`src/rtl/uart_pkg.sv`:
```
// rtl/uart_pkg.sv - shared state encoding, parity modes and helpers for the UART blocks
package uart_pkg;

    localparam logic [2:0] ST_IDLE       = 3'd0;
    localparam logic [2:0] ST_REQ        = 3'd1;
    localparam logic [2:0] ST_WAIT_VALID = 3'd2;
    localparam logic [2:0] ST_START      = 3'd3;
    localparam logic [2:0] ST_DATA       = 3'd4;
    localparam logic [2:0] ST_PARITY     = 3'd5;
    localparam logic [2:0] ST_STOP       = 3'd6;

    localparam int PAR_NONE = 0;
    localparam int PAR_EVEN = 1;
    localparam int PAR_ODD  = 2;

    // Never returns less than 1 so that a counter always has at least one bit.
    function automatic int clog2(input int value);
        int r;
        int v;
        r = 0;
        v = value - 1;
        while (v > 0) begin
            r = r + 1;
            v = v >> 1;
        end
        return (r < 1) ? 1 : r;
    endfunction

endpackage

```
`src/rtl/uart_baud_gen.sv`:
```
// rtl/uart_baud_gen.sv - bit-period counter; bit_done marks the last cycle of each serial bit
module uart_baud_gen
    import uart_pkg::*;
#(
    parameter int CLKS_PER_BIT = 868
) (
    input  logic clk,
    input  logic rst,
    input  logic clr,
    output logic bit_done
);

    localparam int               CNT_W    = clog2(CLKS_PER_BIT);
    localparam logic [CNT_W-1:0] CNT_LAST = CNT_W'(CLKS_PER_BIT - 1);

    logic [CNT_W-1:0] cnt_q;
    logic [CNT_W-1:0] cnt_d;

    assign bit_done = (cnt_q == CNT_LAST);

    // Wrapping on bit_done keeps consecutive bits in one state exactly CLKS_PER_BIT apart.
    always_comb begin
        cnt_d = cnt_q + 1'b1;
        if (clr || bit_done) begin
            cnt_d = '0;
        end
    end

    always_ff @(posedge clk or posedge rst) begin
        if (rst) begin
            cnt_q <= '0;
        end else begin
            cnt_q <= cnt_d;
        end
    end

endmodule

```
`src/rtl/uart_tx_drain.sv`:
```
// rtl/uart_tx_drain.sv - UART transmitter popping bytes from the TX FIFO and framing them onto tx
module uart_tx_drain
    import uart_pkg::*;
#(
    parameter int CLKS_PER_BIT = 868,
    parameter int DATA_BITS    = 8,
    parameter int PARITY       = 0
) (
    input  logic                 clk,
    input  logic                 rst,
    input  logic                 tx_en,
    input  logic                 fifo_empty,
    input  logic                 fifo_out_valid,
    input  logic [DATA_BITS-1:0] fifo_output,
    output logic                 fifo_read_en,
    output logic                 tx,
    output logic                 tx_busy
);

    localparam int               IDX_W     = clog2(DATA_BITS);
    localparam logic [IDX_W-1:0] IDX_LAST  = IDX_W'(DATA_BITS - 1);
    localparam logic [1:0]       WAIT_LAST = 2'd1;

    logic [2:0]           state_q, state_d;
    logic [DATA_BITS-1:0] shift_q, shift_d;
    logic [IDX_W-1:0]     idx_q, idx_d;
    logic [1:0]           wait_q, wait_d;
    logic                 par_q, par_d;
    logic                 tx_q, tx_d;
    logic                 rd_q, rd_d;
    logic                 busy_q, busy_d;
    logic                 bit_done;
    logic                 baud_clr;

    uart_baud_gen #(
        .CLKS_PER_BIT(CLKS_PER_BIT)
    ) u_baud (
        .clk      (clk),
        .rst      (rst),
        .clr      (baud_clr),
        .bit_done (bit_done)
    );

    // Restarting the baud count on every state change aligns each bit with its state entry.
    assign baud_clr = (state_d != state_q);

    always_comb begin
        state_d = state_q;
        shift_d = shift_q;
        idx_d   = idx_q;
        wait_d  = wait_q;
        par_d   = par_q;
        case (state_q)
            ST_IDLE: begin
                if (tx_en && !fifo_empty) begin
                    state_d = ST_REQ;
                end
            end
            ST_REQ: begin
                wait_d  = '0;
                state_d = ST_WAIT_VALID;
            end
            ST_WAIT_VALID: begin
                if (fifo_out_valid) begin
                    shift_d = fifo_output;
                    par_d   = (^fifo_output) ^ (PARITY == PAR_ODD);
                    state_d = ST_START;
                end else if (wait_q == WAIT_LAST) begin
                    state_d = ST_IDLE;
                end else begin
                    wait_d = wait_q + 1'b1;
                end
            end
            ST_START: begin
                if (bit_done) begin
                    idx_d   = '0;
                    state_d = ST_DATA;
                end
            end
            ST_DATA: begin
                if (bit_done) begin
                    shift_d = shift_q >> 1;
                    idx_d   = idx_q + 1'b1;
                    if (idx_q == IDX_LAST) begin
                        state_d = (PARITY != PAR_NONE) ? ST_PARITY : ST_STOP;
                    end
                end
            end
            ST_PARITY: begin
                if (bit_done) begin
                    state_d = ST_STOP;
                end
            end
            ST_STOP: begin
                if (bit_done) begin
                    state_d = ST_IDLE;
                end
            end
            default: begin
                state_d = ST_IDLE;
            end
        endcase
    end

    // Outputs are decoded from the next state so the registered copies line up with state_q.
    always_comb begin
        tx_d   = 1'b1;
        rd_d   = (state_d == ST_REQ);
        busy_d = (state_d != ST_IDLE);
        case (state_d)
            ST_START:  tx_d = 1'b0;
            ST_DATA:   tx_d = shift_d[0];
            ST_PARITY: tx_d = par_d;
            default:   tx_d = 1'b1;
        endcase
    end

    always_ff @(posedge clk or posedge rst) begin
        if (rst) begin
            state_q <= ST_IDLE;
            shift_q <= '0;
            idx_q   <= '0;
            wait_q  <= '0;
            par_q   <= 1'b0;
            tx_q    <= 1'b1;
            rd_q    <= 1'b0;
            busy_q  <= 1'b0;
        end else begin
            state_q <= state_d;
            shift_q <= shift_d;
            idx_q   <= idx_d;
            wait_q  <= wait_d;
            par_q   <= par_d;
            tx_q    <= tx_d;
            rd_q    <= rd_d;
            busy_q  <= busy_d;
        end
    end

    assign tx           = tx_q;
    assign fifo_read_en = rd_q;
    assign tx_busy      = busy_q;

endmodule

```
`config.mk`:
```
export PLATFORM = sky130hd
export DESIGN_NAME = uart_tx_drain
export DESIGN_NICKNAME = d
export VERILOG_FILES = /design/src/rtl/uart_pkg.sv /design/src/rtl/uart_baud_gen.sv /design/src/rtl/uart_tx_drain.sv
export SDC_FILE = /design/constraint.sdc
export NUM_CORES = 1
export LEC_CHECK = 0
export ABC_AREA = 1
export ABC_CLOCK_PERIOD_IN_PS = 3600
export CORE_ASPECT_RATIO = 0.5
export CORE_UTILIZATION = 53
export DETAILED_ROUTE_END_ITERATION = 16
export GPL_TIMING_DRIVEN = 0
export PLACE_DENSITY = 0.75
export SYNTH_ARGS = -nofsm -noshare
export SYNTH_HDL_FRONTEND = slang
export SYNTH_SLANG_ARGS = --single-unit
```
`constraint.sdc`:
```
create_clock -name clk -period 3.6 [get_ports clk]
set_input_delay 0.54 -clock clk [delete_from_list [all_inputs] [get_ports clk]]
set_output_delay 0.54 -clock clk [all_outputs]
set_load 0.02 [all_outputs]
```
==> results of run 1 <==
-- flip-flops by register name, indices dropped and copies added, names as in the netlist --
name          flops
idx_q             3
state_q           3
tx_busy           1
tx                1
par_q             1
u_baud.cnt_q     10
wait_q            2
fifo_read_en      1
shift_q           8
-- cell usage in the layout, fill, tap and decap left out, types with 2 or more instances in the layout --
cell type	n
nor2_4	4
ha_1	4
clkdlybuf4s50_1	15
xnor2_1	8
a22oi_1	3
nor2_2	4
nor2_1	26
o21ai_0	7
clkbuf_8	6
inv_1	20
a21oi_1	4
nand2_1	39
xor2_1	7
dfrtp_1	29
nand3_1	11
a22o_1	2
inv_2	2
nand2_2	2
o211ai_1	2
-- cell type report --
type	instances	area (µm²)	share of cell area
Buffer	2	12.5	0.00656
Sequential cell	30	752	0.394
Clock inverter	1	5.00	0.00262
Inverter	22	82.6	0.0433
Tap cell	37	46.3	0.0243
Multi-Input combinational cell	133	772	0.405
Timing Repair Buffer	15	150	0.0787
Clock buffer	7	86.3	0.0453
-- power groups by stage --
stage               Combinational, W  Clock, W  Sequential [W]
finish                     0.0000399  0.000278        0.000337
global placement           0.0000400         0        0.000343
floorplan                  0.0000216         0        0.000343
global route               0.0000454  0.000300        0.000337
detailed placement         0.0000408         0        0.000343
CTS                        0.0000409  0.000281        0.000337
-- metrics by stage --
stage / total power (W) / setup slack (ns) / hold WS, ns / cells / util
floorplan: 0.000365 / 2.05 / 0.433 / 187 / -
global placement: 0.000383 / 1.68 / 0.451 / 239 / 0.660
detailed placement: 0.000384 / 1.67 / 0.454 / 239 / 0.660
CTS: 0.000659 / 1.68 / 0.462 / 247 / 0.694
global route: 0.000682 / 1.64 / 0.485 / 247 / 0.694
finish: 0.000655 / 1.68 / 0.458 / 247 / 0.694
-- path summary, 6_finish.rpt --
check                                             to  slack [ns]  cells after the start
max in group asynchronous       state_q[2]$_DFF_PP0_        2.11                      2
hold reg to reg            u_baud.cnt_q[0]$_DFF_PP0_        0.46                      1
min in group asynchronous  u_baud.cnt_q[5]$_DFF_PP0_        0.83                      2
hold / removal             u_baud.cnt_q[0]$_DFF_PP0_        0.46                      1
setup reg to reg           u_baud.cnt_q[4]$_DFF_PP0_        1.82                      8
setup / recovery                                  tx        1.68                      1
-- logic make-up (layout without fill, tap and decap cells) --
group                      after synthesis  count (layout)  synth area share
AOI/OAI and AO/OA                       22              22            0.0873
xor gates and xnor gates                15              15            0.0811
adders and majority gates                4               4            0.0309
buffers and inverters                   24              47            0.0587
DFF                                     30              30             0.464
and+or+nand+nor                         92              92             0.277
-- routing by layer --
layer | wire, µm | track usage
met1 | 1360 | 0.242
met2 | 1270 | 0.376
met3 | 152 | 0.0733
met4 | 31 | 0.0670
met5 | 0 | 0
==> results.md, run 1 <==
* Max incr delay on CP at 0.59 ns
* Number of port buffers at 15
* Switch share at 0.219
* CP startpoint kind: register
* Vias at 1247
* Pwr Density at roughly 340 nW/µm²
* Top cells by count, synth: nand2_1 (39), dfrtp_1 (29), nor2_1 (26)
* Clock sink total at 30
* Area growth syn-to-layout at 17.8%
* Avg Cell Area, Syn at 8.66 µm²
* Count of unique library cells instantiated by Yosys at 30
* Clock Path Buffers at 2
* Initial Utilization at 0.589
* Comb pwr share at 0.061
* CP delay by family, top: buffers and inverters
* Area contributors post-synth: dfrtp_1 (45%), nand2_1 (9.0%), nor2_1 (6.0%)
* Clock skew at ~0.0034 ns
* CP required at 3.06 ns
* Yosys warning count at 0
* Slew Viols, Final at 0
* CP Cell Sequence: clkdlybuf4s50_1
* FILL cells at 236
* CTS root buf: clkbuf_8
* Prevailing post-synth register cell: dfrtp_1
* I/O pins at 16
* CP Data Arrival Time at 1.38 ns
* Yosys top cell by area: dfrtp_1
* Grt ovf at 0
* Global-route wire length before repair at 4860 µm
* Period utilization at 0.532
* Clk_lat worst skew at 0.28 ns
* Final setup vio count at 0
* Vias in the first global route at approximately 1200
* Post-synth top area share at 0.448
* Post-CTS Hold Buffers at 0
* Max cap viols at 0
* Die W at 80.2 µm
* Beginning of the worst hold path: u_baud.cnt_q[0]$_DFF_PP0_
* 1st-pass router iterations at 4
* EDFF count, synth at 0
* Largest net degree at the start of global routing at 31
* Final instance area at around 1900 µm²
* Number of remaining DRC errors at 0
* Post-Place Cell Area at 1820 µm²
* Max transition margin at 0.274
* Final hold vios at 0
* Post-DRT Antenna Nets at 0
* RR Startpoint: idx_q[0]$_DFFE_PP0P_
* Final Wtd Congestion at between 0.8 and 0.9
* RSZ-0062 raised after global routing: no
* P_int at 0.000512 W
* H-tree depth at 2
* Post-synthesis cell area at between 1500 and 2000 µm²
* Detailed Route Iter0 Violations at 42
* Crit. Startpoint: tx$_DFF_PP1_
* Sequential Power Share at 0.514
* Post-synth ARST share at 1.00
* VDD IR max at between 200 and 250 µV
* Hpwl dp at 2070 µm
* Clock Power Share at 0.425
* Net switching power of the design at 0.000144 W
* Mapped Cells at roughly 190
* Initial antenna violation count at 0
* Flip-flop and latch count after synthesis at 30
* F_max at 522 MHz
* Setup CP Type: register to output port
* Status: completed
* Setup TNS at 0 ns
* Hold WC Path Type: register to register
* CTS tree: yes
* CTS resizes at 0
* Core ar. at 2750 µm²
* Post-Syn Nets at 204
* Row cnt at 13
* Die ar. at between 3000 and 4000 µm²
* Lkg Pwr at 0.878 nW
* Seq/Total Area, Yosys at 0.464
* Fin crit period at 1.92 ns
* Num CTS Buffers at 5
* Layout Nets at around 230
* Setup bufs post-CTS at 0
* Crit. End Element: output port
* Crit path max-delay cell type: clkdlybuf4s50_1
* WL final at 2810 µm
* Die H at 41.1 µm
* Reg clk slew, reported paths at ~0.060 ns
* Gr usage total at 0.208
* Least-Margin Pin Slew at 1.09 ns
* Crit path max fanout at 1
* Vias per inst at 5.05
* DR WL/cell at 11.4 µm
* # diodes at 0
* Most common cell in the netlist: nand2_1
* Share of cells above drive strength 1 at 0.129
* Buf/Inv on CP at 1
(Power assumes the default switching activity.)
==> inputs of run 2 (changes only) <==
--- a/config.mk
+++ b/config.mk
@@ -6,7 +6,7 @@
 export NUM_CORES = 1
 export LEC_CHECK = 0
 export ABC_AREA = 1
-export ABC_CLOCK_PERIOD_IN_PS = 3600
+export ABC_CLOCK_PERIOD_IN_PS = 1800
 export CORE_ASPECT_RATIO = 0.5
 export CORE_UTILIZATION = 53
 export DETAILED_ROUTE_END_ITERATION = 16
==> constraint.sdc (replaced) <==
create_clock -name clk -period 1.8 [get_ports clk]
set_input_delay 0.27 -clock clk [delete_from_list [all_inputs] [get_ports clk]]
set_output_delay 0.27 -clock clk [all_outputs]
set_load 0.02 [all_outputs]
==> run 2 against run 1 <==
  * Clock skew up 0.0011 ns
  * Largest cell class unchanged
  * Wire length is 6.1% higher
  * Die area stayed put
  * Sequential power grew 100%
  * Hold slack gained 0.0048 ns
  * Cell area grew 4.7%
  * Non-clock buffer count increased by 5
  * Core utilization up 3.3 points
  * Clock power grew 100%
  * Total power rose by 100%
==> results.md, run 2 (synthesis gave the netlist of run 1 again) <==
* WL final at between 2000 and 3000 µm
* Crit-path most repeated cell: nor2_4
* Reg clk slew, reported paths at 0.06 ns
* Initial antenna violation count at 0
* Grt ovf at 0
* Share of cells above drive strength 1 at 0.185
* Layout Nets at 232
* Switch share at 0.220
* Crit path max fanout at 10
* Placed cells at 239
* Largest net degree at the start of global routing at 31
* Vias in the first global route at 1151
* Crit. End Element: register
* CP startpoint kind: register
* Commonest non-fill, non-tap cell in the layout: nand2_1
* RR Startpoint: u_baud.cnt_q[0]$_DFF_PP0_
* Max incr delay on CP at 0.37 ns
* Clk_lat worst skew at 0.28 ns
* Clock sink total at 30
* CP endpoint: u_baud.cnt_q[9]$_DFF_PP0_
* Final instance area at 2000 µm²
* CTS root buf: clkbuf_8
* I/O pins at 16
* Vias at about 1300
* Finished Layout Cells at 253
* Setup ws final at 0.0840 ns
* Row cnt at 13
* Hpwl dp at approximately 2100 µm
* Max transition margin at 0.273
* CP Data Arrival Time at about 1.9 ns
* # diodes at 0
* Detailed Route Iter0 Violations at 26
* Lkg Pwr at 0.919 nW
* Setup CP Type: register to register
* Max reg flops at 10
* Crit path max-delay cell type: dfrtp_1
* Biggest regs: u_baud.cnt_q: 10 flops, shift_q: 8 flops
* Biggest register: u_baud.cnt_q
* Hold WC Path Type: register to register
* Clock Path Buffers at 2
* Slew Viols, Final at 0
* Final Wtd Congestion at 0.864
* Die ar. at 3290 µm²
* DR WL/cell at 11.8 µm
* Area growth syn-to-layout at 23.3%
* Least-Margin Pin Slew at roughly 1.1 ns
* Reg2reg setup slack at 0.08 ns
* Gr usage total at 0.208
* Final hold vios at 0
* Crit. Startpoint: u_baud.cnt_q[0]$_DFF_PP0_
* Pwr Density at 657 nW/µm²
* CTS tree: yes
* Reg2Reg Depth at 9
* Post-layout util at 0.726
* Die H at 41.1 µm
* Worst r2r dst: u_baud.cnt_q[9]$_DFF_PP0_
* 1st-pass router iterations at 4
* Final setup vio count at 0
* Setup TNS at 0 ns
* Status: completed
* Clock skew at 0.00444 ns
* Max cap viols at 0
* Initial Utilization at 0.589
* Sequential Power Share at 0.514
* CP Cell Sequence: ha_2 -> nand2_1 -> nor2_4 -> nand3_4 -> nor2_4 -> nor2_4 -> or2_4 -> nand4_4 -> nor2_1
* P_int at 0.00102 W
* Vias per inst at 5.01
* Clock Power Share at 0.425
* Post-Place Cell Area at 1820 µm²
* FILL cells at 220
* Num CTS Buffers at 5
* Fin crit period at 1.72 ns
* Die W at around 80 µm
* Pre-CTS setup slack at between 0.04 and 0.05 ns
* CP required at just under 2 ns
* F_max at 583 MHz
* Number of remaining DRC errors at 0
* Core ar. at about 2700 µm²
* Buf/Inv on CP at 0
* Global-route wire length before repair at 4860 µm
* CP delay by family, top: simple AND/OR/NAND/NOR gates
* Number of port buffers at 15
* Comb pwr share at 0.061
* Post-CTS Hold Buffers at 0
* Beginning of the worst hold path: u_baud.cnt_q[0]$_DFF_PP0_
* Period utilization at 0.953
* Net switching power of the design at 0.000288 W
* H-tree depth at 2
* Post-DRT Antenna Nets at 0
* WP depth at 9
* VDD IR max at 450 µV
* Commonest cells after routing, fill and taps aside: nand2_1 (39), dfrtp_1 (29), nor2_1 (22), inv_1 (20), clkdlybuf4s50_1 (15)
## run 2: worst min path at each step
stage	cells after the start	endpoint	slack (ns)
final	1	u_baud.cnt_q[0]$_DFF_PP0_	0.46
after global routing	1	u_baud.cnt_q[0]$_DFF_PP0_	0.49
after CTS	1	u_baud.cnt_q[0]$_DFF_PP0_	0.46
after detailed placement	1	u_baud.cnt_q[0]$_DFF_PP0_	0.45
after global placement	1	u_baud.cnt_q[0]$_DFF_PP0_	0.45
after floorplan	1	fifo_read_en$_DFF_PP0_	0.36
## run 2: cell type report
class,count,area [µm²],share of cell area
Buffer,2,12.5,0.00627
Timing Repair Buffer,20,188,0.0940
Sequential cell,30,752,0.377
Tap cell,37,46.3,0.0232
Inverter,22,82.6,0.0414
Multi-Input combinational cell,134,825,0.413
Clock buffer,7,86.3,0.0432
Clock inverter,1,5.00,0.00251
## run 2: worst register-to-register path, stage by stage (launching register included)
cell	delay, ns
dfrtp_1	0.37
ha_2	0.21
nand2_1	0.09
nor2_4	0.11
nand3_4	0.17
nor2_4	0.16
nor2_4	0.05
or2_4	0.26
nand4_4	0.13
nor2_1	0.06
## run 2: what timing repair did
action | CTS | global route
setup endpoints to repair | 0 | 12
gates resized for setup | 0 | 11
buffers inserted | 0 | 5
## run 2: layer usage
layer | global-route usage | vias to the layer above | wire length [µm] | share of wire
li1 | - | 655 | - | -
met1 | 0.242 | 579 | 1420 | 0.48
met2 | 0.376 | 30 | 1400 | 0.47
met3 | 0.0733 | 4 | 128 | 0.043
met4 | 0.0670 | 0 | 22 | 0.0074
met5 | 0 | - | 0 | 0
## run 2: power groups by stage
stage	Clock (W)	Combinational, W	Sequential, W
2_1_floorplan	0	0.0000432	0.000687
3_3_place_gp	0	0.0000800	0.000687
3_5_place_dp	0	0.0000817	0.000687
4_1_cts	0.000563	0.0000818	0.000674
5_1_grt	0.000600	0.0000907	0.000674
6_report	0.000557	0.0000799	0.000674
## run 2: stage by stage
| stage | hold WS, ns | total power, W |
|---|---|---|
| after floorplan | 0.360 | 0.000730 |
| after global placement | 0.451 | 0.000767 |
| after detailed placement | 0.454 | 0.000768 |
| after CTS | 0.462 | 0.00132 |
| after global routing | 0.487 | 0.00136 |
| final | 0.463 | 0.00131 |
==> inputs of run 3 (changes only) <==
--- a/config.mk
+++ b/config.mk
@@ -12,6 +12,7 @@
 export DETAILED_ROUTE_END_ITERATION = 16
 export GPL_TIMING_DRIVEN = 0
 export PLACE_DENSITY = 0.75
+export RECOVER_POWER = 50
 export SYNTH_ARGS = -nofsm -noshare
 export SYNTH_HDL_FRONTEND = slang
 export SYNTH_SLANG_ARGS = --single-unit
==> run 3 against run 2 <==
  * Sequential share of layout area stayed put
  * Cell count unchanged
  * Wire length hardly changed
==> results.md, run 3 (synthesis gave the netlist of run 1 again) <==
* Commonest cells after routing, fill and taps aside: nand2_1 (39), dfrtp_1 (29), nor2_1 (22), inv_1 (20), clkdlybuf4s50_1 (14)
* Gr usage total at 0.208
* Max transition margin at 0.272
* Reg clk slew, reported paths at ~0.060 ns
* Post-layout util at 0.726
* Hpwl dp at slightly above 2000 µm
* Status: completed
* Die H at 41.1 µm
* Placed cells at 239
* Slew Viols, Final at 0
* Clock skew at 0.00444 ns
* Largest net degree at the start of global routing at 31
* I/O pins at 16
* Min Hold Slack at 0.463 ns
* Crit path max fanout at 10
* Area growth syn-to-layout at 23.3%
* Vias at about 1300
* Least-Margin Pin Slew at between 1 and 1.5 ns
* Clock Path Buffers at 2
* CTS root buf: clkbuf_8
* H-tree depth at 2
* Initial Utilization at 0.589
* CTS tree: yes
* Finished Layout Cells at between 200 and 300
* Row cnt at 13
* Fin crit period at around 1.7 ns
* F_max at roughly 600 MHz
* Final setup vio count at 0
* Commonest non-fill, non-tap cell in the layout: nand2_1
* Max cap viols at 0
* Clock sink total at 30
* 1st-pass router iterations at 4
* Biggest register: u_baud.cnt_q
* CP required at 1.97 ns
* Max reg flops at 10
* Num CTS Buffers at 5
* Layout Nets at around 230
* Final Wtd Congestion at 0.864
* Grt ovf at 0
* Number of remaining DRC errors at 0
* Setup TNS at 0 ns
* Share of cells above drive strength 1 at 0.185
* WL final at 2980 µm
* Number of port buffers at 15
* RR Startpoint: u_baud.cnt_q[0]$_DFF_PP0_
* Period utilization at 0.953
* Setup CP Type: register to register
* Final hold vios at 0
* VDD IR max at 450 µV
* Vias per inst at 5.01
* FILL cells at between 200 and 250
* # diodes at 0
* Crit. End Element: register
* Core ar. at 2750 µm²
* Die W at 80.2 µm
* Storage element area at 752 µm²
* Pwr Density at 656 nW/µm²
* Beginning of the worst hold path: u_baud.cnt_q[0]$_DFF_PP0_
* Post-DRT Antenna Nets at 0
* Clk_lat worst skew at 0.28 ns
* Biggest regs: u_baud.cnt_q: 10 flops, shift_q: 8 flops
* Lkg Pwr at a little over 0.9 nW
* Global-route wire length before repair at 4860 µm
* Initial antenna violation count at 0
* Area taken by multi-input logic gates at 825 µm²
* Detailed Route Iter0 Violations at 26
* Crit. Startpoint: u_baud.cnt_q[0]$_DFF_PP0_
* Post-CTS Hold Buffers at 0
* Pre-CTS setup slack at 0.0412 ns
* Hold WC Path Type: register to register
* CP Data Arrival Time at between 1.5 and 2 ns
* Die ar. at 3290 µm²
* CP startpoint kind: register
* DR WL/cell at 11.8 µm
* Vias in the first global route at around 1200
* Setup ws final at 0.0840 ns
-- run 3: cell count changes in the layout (fill, tap and decap cells not counted), sizes merged --
cell	delta
dlygate4sd3	+1
clkdlybuf4s50	-1
-- run 3: final timing paths --
| check | endpoint | slack (ns) | cells past startpoint |
|---|---|---|---|
| max | u_baud.cnt_q[9]$_DFF_PP0_ | 0.08 | 9 |
| min | u_baud.cnt_q[0]$_DFF_PP0_ | 0.46 | 1 |
| max reg2reg | u_baud.cnt_q[9]$_DFF_PP0_ | 0.08 | 9 |
| min reg2reg | u_baud.cnt_q[0]$_DFF_PP0_ | 0.46 | 1 |
| max in group asynchronous | state_q[2]$_DFF_PP0_ | 0.44 | 2 |
| min in group asynchronous | u_baud.cnt_q[5]$_DFF_PP0_ | 0.70 | 2 |
-- run 3: power breakdown --
part           switching, W  internal (W)
Combinational     0.0000389     0.0000406
Clock              0.000249      0.000308
Sequential                0      0.000674
-- run 3: repair_timing --
| action | in CTS | in global routing |
|---|---|---|
| endpoints found under the setup margin | 0 | 12 |
| buffers inserted | 0 | 5 |
| gates resized for setup | 0 | 11 |
-- run 3: layout make-up --
| type | count | area share |
|---|---|---|
| multi-input cells | 134 | 0.413 |
| well taps | 37 | 0.0232 |
| inverters | 22 | 0.0414 |
| repair buffers | 20 | 0.0940 |
| flip-flops and latches | 30 | 0.377 |
| clock inverters | 1 | 0.00251 |
| clock buffers | 7 | 0.0432 |
| plain buffers | 2 | 0.00627 |
-- run 3: critical path, cell delays in order, from the launching register on --
cell	delay, ns
dfrtp_1	0.37
ha_2	0.21
nand2_1	0.09
nor2_4	0.11
nand3_4	0.17
nor2_4	0.16
nor2_4	0.05
or2_4	0.26
nand4_4	0.13
nor2_1	0.06
-- run 3: metrics by stage --
step / power, W / area [µm²]
5_1_grt: 0.00136 / 2000
4_1_cts: 0.00132 / 1910
6_report: 0.00131 / 2000
3_3_place_gp: 0.000767 / 1820
2_1_floorplan: 0.000730 / 1620
3_5_place_dp: 0.000768 / 1820
-- run 3: per-layer routing --
layer,track usage,wire length [µm],share of wire,vias to the layer above
met5,0,0,0,-
met4,0.0670,22,0.0074,0
met3,0.0733,128,0.043,4
met2,0.376,1400,0.47,30
met1,0.242,1420,0.48,579
li1,-,-,-,655
